<file path="src/rtl/matrix_result_reader.sv">
// Captures a 3x3 result matrix written at counter-style indices {row,col},
// then streams it out in row-major order over a valid/ready handshake.
module matrix_result_reader #(
    parameter int DW = 16
) (
    input  logic          clk,
    input  logic          mr,
    input  logic          wr_en,
    input  logic [3:0]    wr_idx,
    input  logic [DW-1:0] wr_data,
    output logic          full,
    input  logic          rd_start,
    output logic          rd_valid,
    input  logic          rd_ready,
    output logic [3:0]    rd_idx,
    output logic [DW-1:0] rd_data,
    output logic          rd_last,
    output logic          busy,
    output logic          err
);

    typedef enum logic [1:0] {FILL, FULL, DRAIN} state_t;

    state_t        state, state_nxt;
    logic [8:0]    mask;
    logic [DW-1:0] storage [0:8];

    // Linear slot of a {row,col} index: row*3 + col.
    function automatic logic [3:0] slot_of(input logic [3:0] idx);
        return ({2'b00, idx[3:2]} << 1) + {2'b00, idx[3:2]} + {2'b00, idx[1:0]};
    endfunction

    logic       wr_legal;
    logic [3:0] wr_slot;
    logic       fill_wr;
    logic [8:0] mask_set;
    logic       xfer;

    assign wr_legal = (wr_idx[3:2] != 2'b11) && (wr_idx[1:0] != 2'b11);
    assign wr_slot  = slot_of(wr_idx);
    assign fill_wr  = (state == FILL) && wr_en && wr_legal;
    assign mask_set = mask | (9'd1 << wr_slot);
    assign xfer     = rd_valid && rd_ready;
    assign rd_data  = storage[slot_of(rd_idx)];
    assign rd_last  = (state == DRAIN) && (rd_idx == 4'b1010);

    always_ff @(posedge clk or posedge mr) begin
        if (mr) state <= FILL;
        else    state <= state_nxt;
    end

    always_comb begin
        // NOTE: every signal driven here gets a default first so no path can infer a latch.
        state_nxt = state;
        full      = 1'b0;
        rd_valid  = 1'b0;
        busy      = 1'b0;
        case (state)
            FILL: begin
                if (fill_wr && (&mask_set)) state_nxt = FULL;
            end
            FULL: begin
                full = 1'b1;
                if (rd_start) state_nxt = DRAIN;
            end
            DRAIN: begin
                rd_valid = 1'b1;
                busy     = 1'b1;
                if (xfer && rd_last) state_nxt = FILL;
            end
            default: state_nxt = FILL;
        endcase
    end

    always_ff @(posedge clk or posedge mr) begin
        if (mr) begin
            mask   <= '0;
            rd_idx <= '0;
            err    <= 1'b0;
            // NOTE: storage is small and must read back as zero after reset, so it is reset explicitly.
            for (int i = 0; i < 9; i++) storage[i] <= '0;
        end else begin
            if (fill_wr) begin
                storage[wr_slot] <= wr_data;
                mask             <= mask_set;
            end

            // A write that lands in the same cycle as an accepted rd_start still flags.
            if ((state == FULL) && rd_start) begin
                err    <= 1'b0;
                rd_idx <= '0;
            end
            if (wr_en && ((state != FILL) || !wr_legal)) err <= 1'b1;

            if (xfer) begin
                if (rd_last) begin
                    rd_idx <= '0;
                    mask   <= '0;
                end else if (rd_idx[1:0] == 2'b10) begin
                    rd_idx <= {rd_idx[3:2] + 2'd1, 2'b00};
                end else begin
                    rd_idx <= {rd_idx[3:2], rd_idx[1:0] + 2'd1};
                end
            end
        end
    end

endmodule

</file>
<file path="config.mk">
export PLATFORM = sky130hd
export DESIGN_NAME = matrix_result_reader
export DESIGN_NICKNAME = d
export VERILOG_FILES = /design/src/rtl/matrix_result_reader.sv
export SDC_FILE = /design/constraint.sdc
export NUM_CORES = 1
export LEC_CHECK = 0
export CORE_ASPECT_RATIO = 0.8
export CORE_UTILIZATION = 50
export CTS_BUF_LIST = sky130_fd_sc_hd__clkbuf_16
export CTS_CLUSTER_DIAMETER = 60
export DETAILED_ROUTE_END_ITERATION = 8
export PLACE_DENSITY_LB_ADDON = 0.05
export SLEW_MARGIN = 20
export SYNTH_ARGS = -nofsm -noshare
export SYNTH_HDL_FRONTEND = slang
export SYNTH_SLANG_ARGS = --single-unit
</file>
<file path="constraint.sdc">
create_clock -name clk -period 8.7 [get_ports clk]
set_clock_uncertainty 0.1 [all_clocks]
set_input_delay 1.74 -clock clk [delete_from_list [all_inputs] [get_ports clk]]
set_output_delay 1.74 -clock clk [all_outputs]
set_load 0.01 [all_outputs]
</file>
==> Yosys cells after proc, flatten, opt, wreduce, memory -nomap -nowiden <==
Cells that the tools add are included.
{ "word_totals": {"output_inout_bits": 25, "ff_bits": 160, "inputBits": 25} }
{ "op_classes": {"n_bitwise": 3, "n_lt_le_gt_ge": 3, "n_shift": 1, "eq_ne": 10, "addsub": 6, "muxes": 21, "n_reduce_logical": 19} }
{ "ops": {"columns": ["op", "count"], "rows": [
  ["bitwise mux 144 bit", 1],
  ["binary-select mux 16 bit (select 4 bit)", 1],
  ["demux 16 bit (select 4 bit)", 1],
  ["two-way mux 16 bit", 3],
  ["two-way mux 9 bit", 3],
  ["two-way mux 4 bit", 4],
  [">= comparator 5 bit (second input constant)", 2],
  ["logical AND 1 bit", 10],
  ["NOT 4 -> 5 bit", 2],
  ["OR 9 bit", 1],
  ["AND reduction 9 bit", 1],
  ["left shift 1 x 4 -> 9 bit (first input constant)", 1],
  ["adder 3 x 2 -> 4 bit", 2],
  ["adder 4 x 2 -> 4 bit", 2],
  ["two-way mux 2 bit", 3],
  ["inequality test 2 bit (second input constant)", 3],
  ["case mux 2 bit (3 select lines)", 1],
  ["nonzero test 2 bit", 3],
  ["< comparator 5 x 1 -> 1 bit (second input constant)", 1],
  ["adder 2 x 1 -> 2 bit (second input constant)", 2],
  ["== test 2 bit (second input constant)", 2],
  ["== test 4 bit (second input constant)", 1],
  ["two-way mux 1 bit", 4],
  ["inequality test 2 x 1 -> 1 bit (second input constant)", 2],
  ["7 further kinds", 7]
]} }

==> Depth between registers and ports, before layout <==
{ "depth": {"depth_word": 8, "mapped_depth": 11} }

==> Least setup slack after synthesis <==
OpenSTA, ideal clock, no wires.
{ "synth_path": {"kind": "register to output", "from": "reg rd_idx[1]", "to": "out rd_data[10]", "t_arrival_ns": 2.843, "required_time_ns": 6.860, "path_stages_with_launch": 9, "setup_slack_ns": 4.017, "cell_sequence": "dfrtp_1 > fa_1 > ha_1 > inv_1 > fa_1 > buf_1 > clkbuf_1 > mux2_2 > a22o_1"} }
{ "synth_between": {"elab_chain_cells": 5} }
{ "synth_lines": {"columns": ["element", "line", "text"], "rows": [
  ["start, declared", "15", "output logic [3:0] rd_idx,"],
  ["start signal, assigned", "100", "rd_idx <= {rd_idx[3:2] + 2'd1, 2'b00};"],
  ["start signal, assigned", "102", "rd_idx <= {rd_idx[3:2], rd_idx[1:0] + 2'd1};"],
  ["adder 4 x 2 -> 4 bit", "30", "return ({2'b00, idx[3:2]} << 1) + {2'b00, idx[3:2]} + {2'b00, idx[1:0]};"],
  ["NOT 4 -> 5 bit (implied by the code)", "44", "assign rd_data = storage[slot_of(rd_idx)];"],
  ["binary-select mux 16 bit (select 4 bit)", "44", null],
  ["two-way mux 16 bit (implied by the code) (2 in series)", "44", null],
  ["end, declared", "16", "output logic [DW-1:0] rd_data,"]
]} }
No other way between the ends. The select of a mux whose other input is x is not followed.

==> Final worst setup path <==
{ "layout_path": {"from": "reg rd_idx[1]", "to": "out rd_data[8]"} }
The elaborated chain is that of the path after synthesis.

==> flow_metrics.py <==
metrics = {
    "critical_path": {
        "max_stage_delay_ns": 0.77,
        "crit_buf_inv": 3,
        "slowest_stage": "fa_1",
        "path_class": "flop to output port",
        "r2r_slack_ns": 6.26,
        "cp_cell_sequence": "fa_1 > ha_1 > inv_1 > fa_1 > nor4b_4 > buf_4 > a22o_1 > clkdlybuf4s50_1",
        "start_kind": "flop",
        "r2r-end": "storage[83]$_DFFE_PP0P_",
        "reg2reg_from": "state[1]$_DFFE_PP0P_",
        "cp_data_arrival_time_ns": 4.08,
        "worstRegToRegCells": 4,
        "worstPathMaxFanout": 17,
        "critPathMostFrequentCell": "fa_1",
        "worstPathRequired_ns": 6.86,
        "crit_family": "adder cells",
        "cp-end-kind": "output port",
    },
    "logic_synthesis": {
        "syn_avg_cell_area_um2": 15.5,
        "synth_edf_count": 0,
        "yosys_warnings": 0,
        "syn_area_um2": 7620,
        "synthFlopType": "dfrtp_1",
        "ys_seq_area_frac": 0.526,
        "ys_ff_latch": 160,
        "synth_cell_types": 45,
        "synth_nets": 526,
        "async_reset_ff_frac": 1.00,
        "synthCells": 492,
    },
    "die": {
        "die_h_um": 112,
        "rows": 39,
        "core_region_area_um2": 14600,
        "start_util": 0.522,
        "die_area_um2": 15700,
        "ioPinCount": 50,
        "die_w_um": 140,
    },
    "clock_network": {
        "cts_buffers": 17,
        "cts_buffer_depth": 2,
        "cts_resized": 0,
        "clk_pin_slew_ns": 0.06,
        "htree_levels": 4,
        "cts_tree": "built",
        "cts-root-buf": "clkbuf_16",
        "holdBufCountCts": 0,
        "postCtsSetupBuffers": 0,
        "cts.sinks": 160,
        "insertion_delay_ns": 0.43,
    },
    "power": {
        "p_per_area_nw_per_um2": 393,
        "pwr-share-comb": 0.405,
        "finalPower_w": 0.00349,
        "p_sw_frac": 0.286,
        "p_leak_nw": 3.97,
        "pwr-share-clk": 0.232,
        "pwr-share-seq": 0.363,
        "switching_power_w": 0.00100,
        "p_int_w": 0.00249,
        "vdd_ir_drop_max_uv": 220,
    },
    "flow_run": {
        "maxCapViolations": 0,
    },
    "final_layout": {
        "final_cell_mix": "dfrtp_1, mux2_2, clkdlybuf4s50_1",
        "fin_area_um2": 8890,
        "area_growth_syn_to_layout_pct": 16.8,
        "diodes": 0,
        "nets": 575,
        "finalCoreUtilization": 0.610,
        "layout_commonest_cell": "dfrtp_1",
        "drive_gt1_frac": 0.446,
    },
    "drt": {
        "drt-total-wl_um": 16300,
        "post-route-drc-count": 0,
        "vias_per_cell": 5.89,
        "drtAntennaViolNets": 0,
        "num_vias": 4350,
        "first_pass_iters": 4,
        "wl_per_cell_um": 22.0,
        "drt_iter0_drc": 207,
    },
    "global_route": {
        "first_global_vias": 4627,
        "track_usage": 0.227,
        "grt_pass1_wl_um": 26500,
        "grt_remaining_overflow": 0,
        "grt_antenna_before_repair": 0,
        "grt_max_degree": 85,
    },
    "sta": {
        "hold_violations": 0,
        "report.final.setup_viol": 0,
        "grt_setup_unrepaired": "false",
        "final.period_utilization": 0.680,
        "fin_hold_ws_ns": 0.401,
        "tns_ns": 0,
        "finalMaxSlewViolations": 0,
        "worst_pin_slew_ns": 1.20,
        "fmax_mhz": 169,
        "max_slew_margin": 0.198,
        "period_needed_ns": 5.92,
    },
    "place": {
        "hpwlAfterDp_um": 9300,
        "place_area_um2": 8250,
        "port_buffers": 49,
        "gp_congestion": 0.780,
    },
    "hold_path": {
        "min_path_type": "flop to flop",
        "hold_path_end": "mask[5]$_DFF_PP0_",
        "hp-start": "mask[5]$_DFF_PP0_",
        "hold-path-cell-count": 1,
    },
    "run_status": {
        "outcome": "finished, final reports clean",
    },
}
==> Yosys cell counts (2+ instances only) <==
cell,number,area share
mux2_2,143,0.21
fa_1,4,0.011
a22o_1,17,0.020
a21boi_0,5,0.0049
mux2_4,18,0.035
clkbuf_1,8,0.0039
nor2b_1,2,0.0016
dfrtp_1,160,0.53
o21ai_0,2,0.0013
mux2i_1,2,0.0026
nor3_2,3,0.0039
o21a_1,4,0.0039
ha_1,5,0.0082
buf_4,4,0.0039
nand2b_1,4,0.0033
o32a_1,2,0.0026
inv_1,18,0.0089
nand3_1,4,0.0026
nand2_1,11,0.0054
buf_2,10,0.0066
buf_1,2,0.00099
buf_6,4,0.0059
o31ai_1,2,0.0020
mux4_2,32,0.095
nand3b_1,2,0.0020
or3_1,5,0.0041
==> worst max path at each step <==
| stage | startpoint | endpoint | slack (ns) | depth (start not counted) |
|---|---|---|---|---|
| 5_1_grt | rd_idx[1]$_DFFE_PP0P_ | rd_data[8] | 2.65 | 8 |
| 2_1_floorplan | mr | err$_DFFE_PP0P_ | 2.54 | 1 |
| 4_1_cts | rd_idx[1]$_DFFE_PP0P_ | rd_data[10] | 2.75 | 8 |
| 6_report | rd_idx[1]$_DFFE_PP0P_ | rd_data[8] | 2.78 | 8 |
| 3_5_place_dp | wr_idx[1] | storage[90]$_DFFE_PP0P_ | 3.17 | 10 |
| 3_3_place_gp | wr_idx[1] | storage[87]$_DFFE_PP0P_ | 3.16 | 10 |
==> per-stage QoR <==
step	std cells	worst slack [ns]
floorplan	492	2.54
global placement	706	3.16
detailed placement	706	3.17
CTS	738	2.75
global route	738	2.65
finish	738	2.78
==> flip-flops by register name, summed over array words and instances, names as in the netlist <==
signal / flops
rd_idx: 4
mask: 9
storage: 144
state: 2
err: 1
==> cell families (layout without fill, tap and decap cells) <==
family                     after synthesis  count (layout)  share of synthesized area
xor gates and xnor gates                 1               1                    0.00115
buffers and inverters                   47             109                     0.0322
muxes                                  196             196                      0.346
AOI/OAI and AO/OA                       37              37                     0.0406
DFF                                    160             160                      0.526
adders and majority gates                9               9                     0.0187
and+or+nand+nor                         42              42                     0.0360
==> cell type report <==
class                   instances  area, µm²
repair buffers                 59        569
inverters                      18       72.6
fillers                      1078       5700
clock inverters                15        215
flip-flops and latches        160       4000
clock buffers                  17        425
well taps                     184        230
multi-input cells             285       3380
==> power by group through the flow <==
stage	clock, W	combinational, W	sequential (W)
floorplan	0	0.00103	0.00122
global placement	0	0.00141	0.00126
detailed placement	0	0.00142	0.00128
CTS	0.000827	0.00144	0.00127
global route	0.000857	0.00153	0.00131
finish	0.000810	0.00142	0.00127
==> metal layers <==
layer | GRT usage | share of wire
met5 | 0 | 0
met4 | 0.0762 | 0.017
met3 | 0.0482 | 0.035
met1 | 0.334 | 0.49
met2 | 0.337 | 0.46
(Power assumes the default switching activity.)
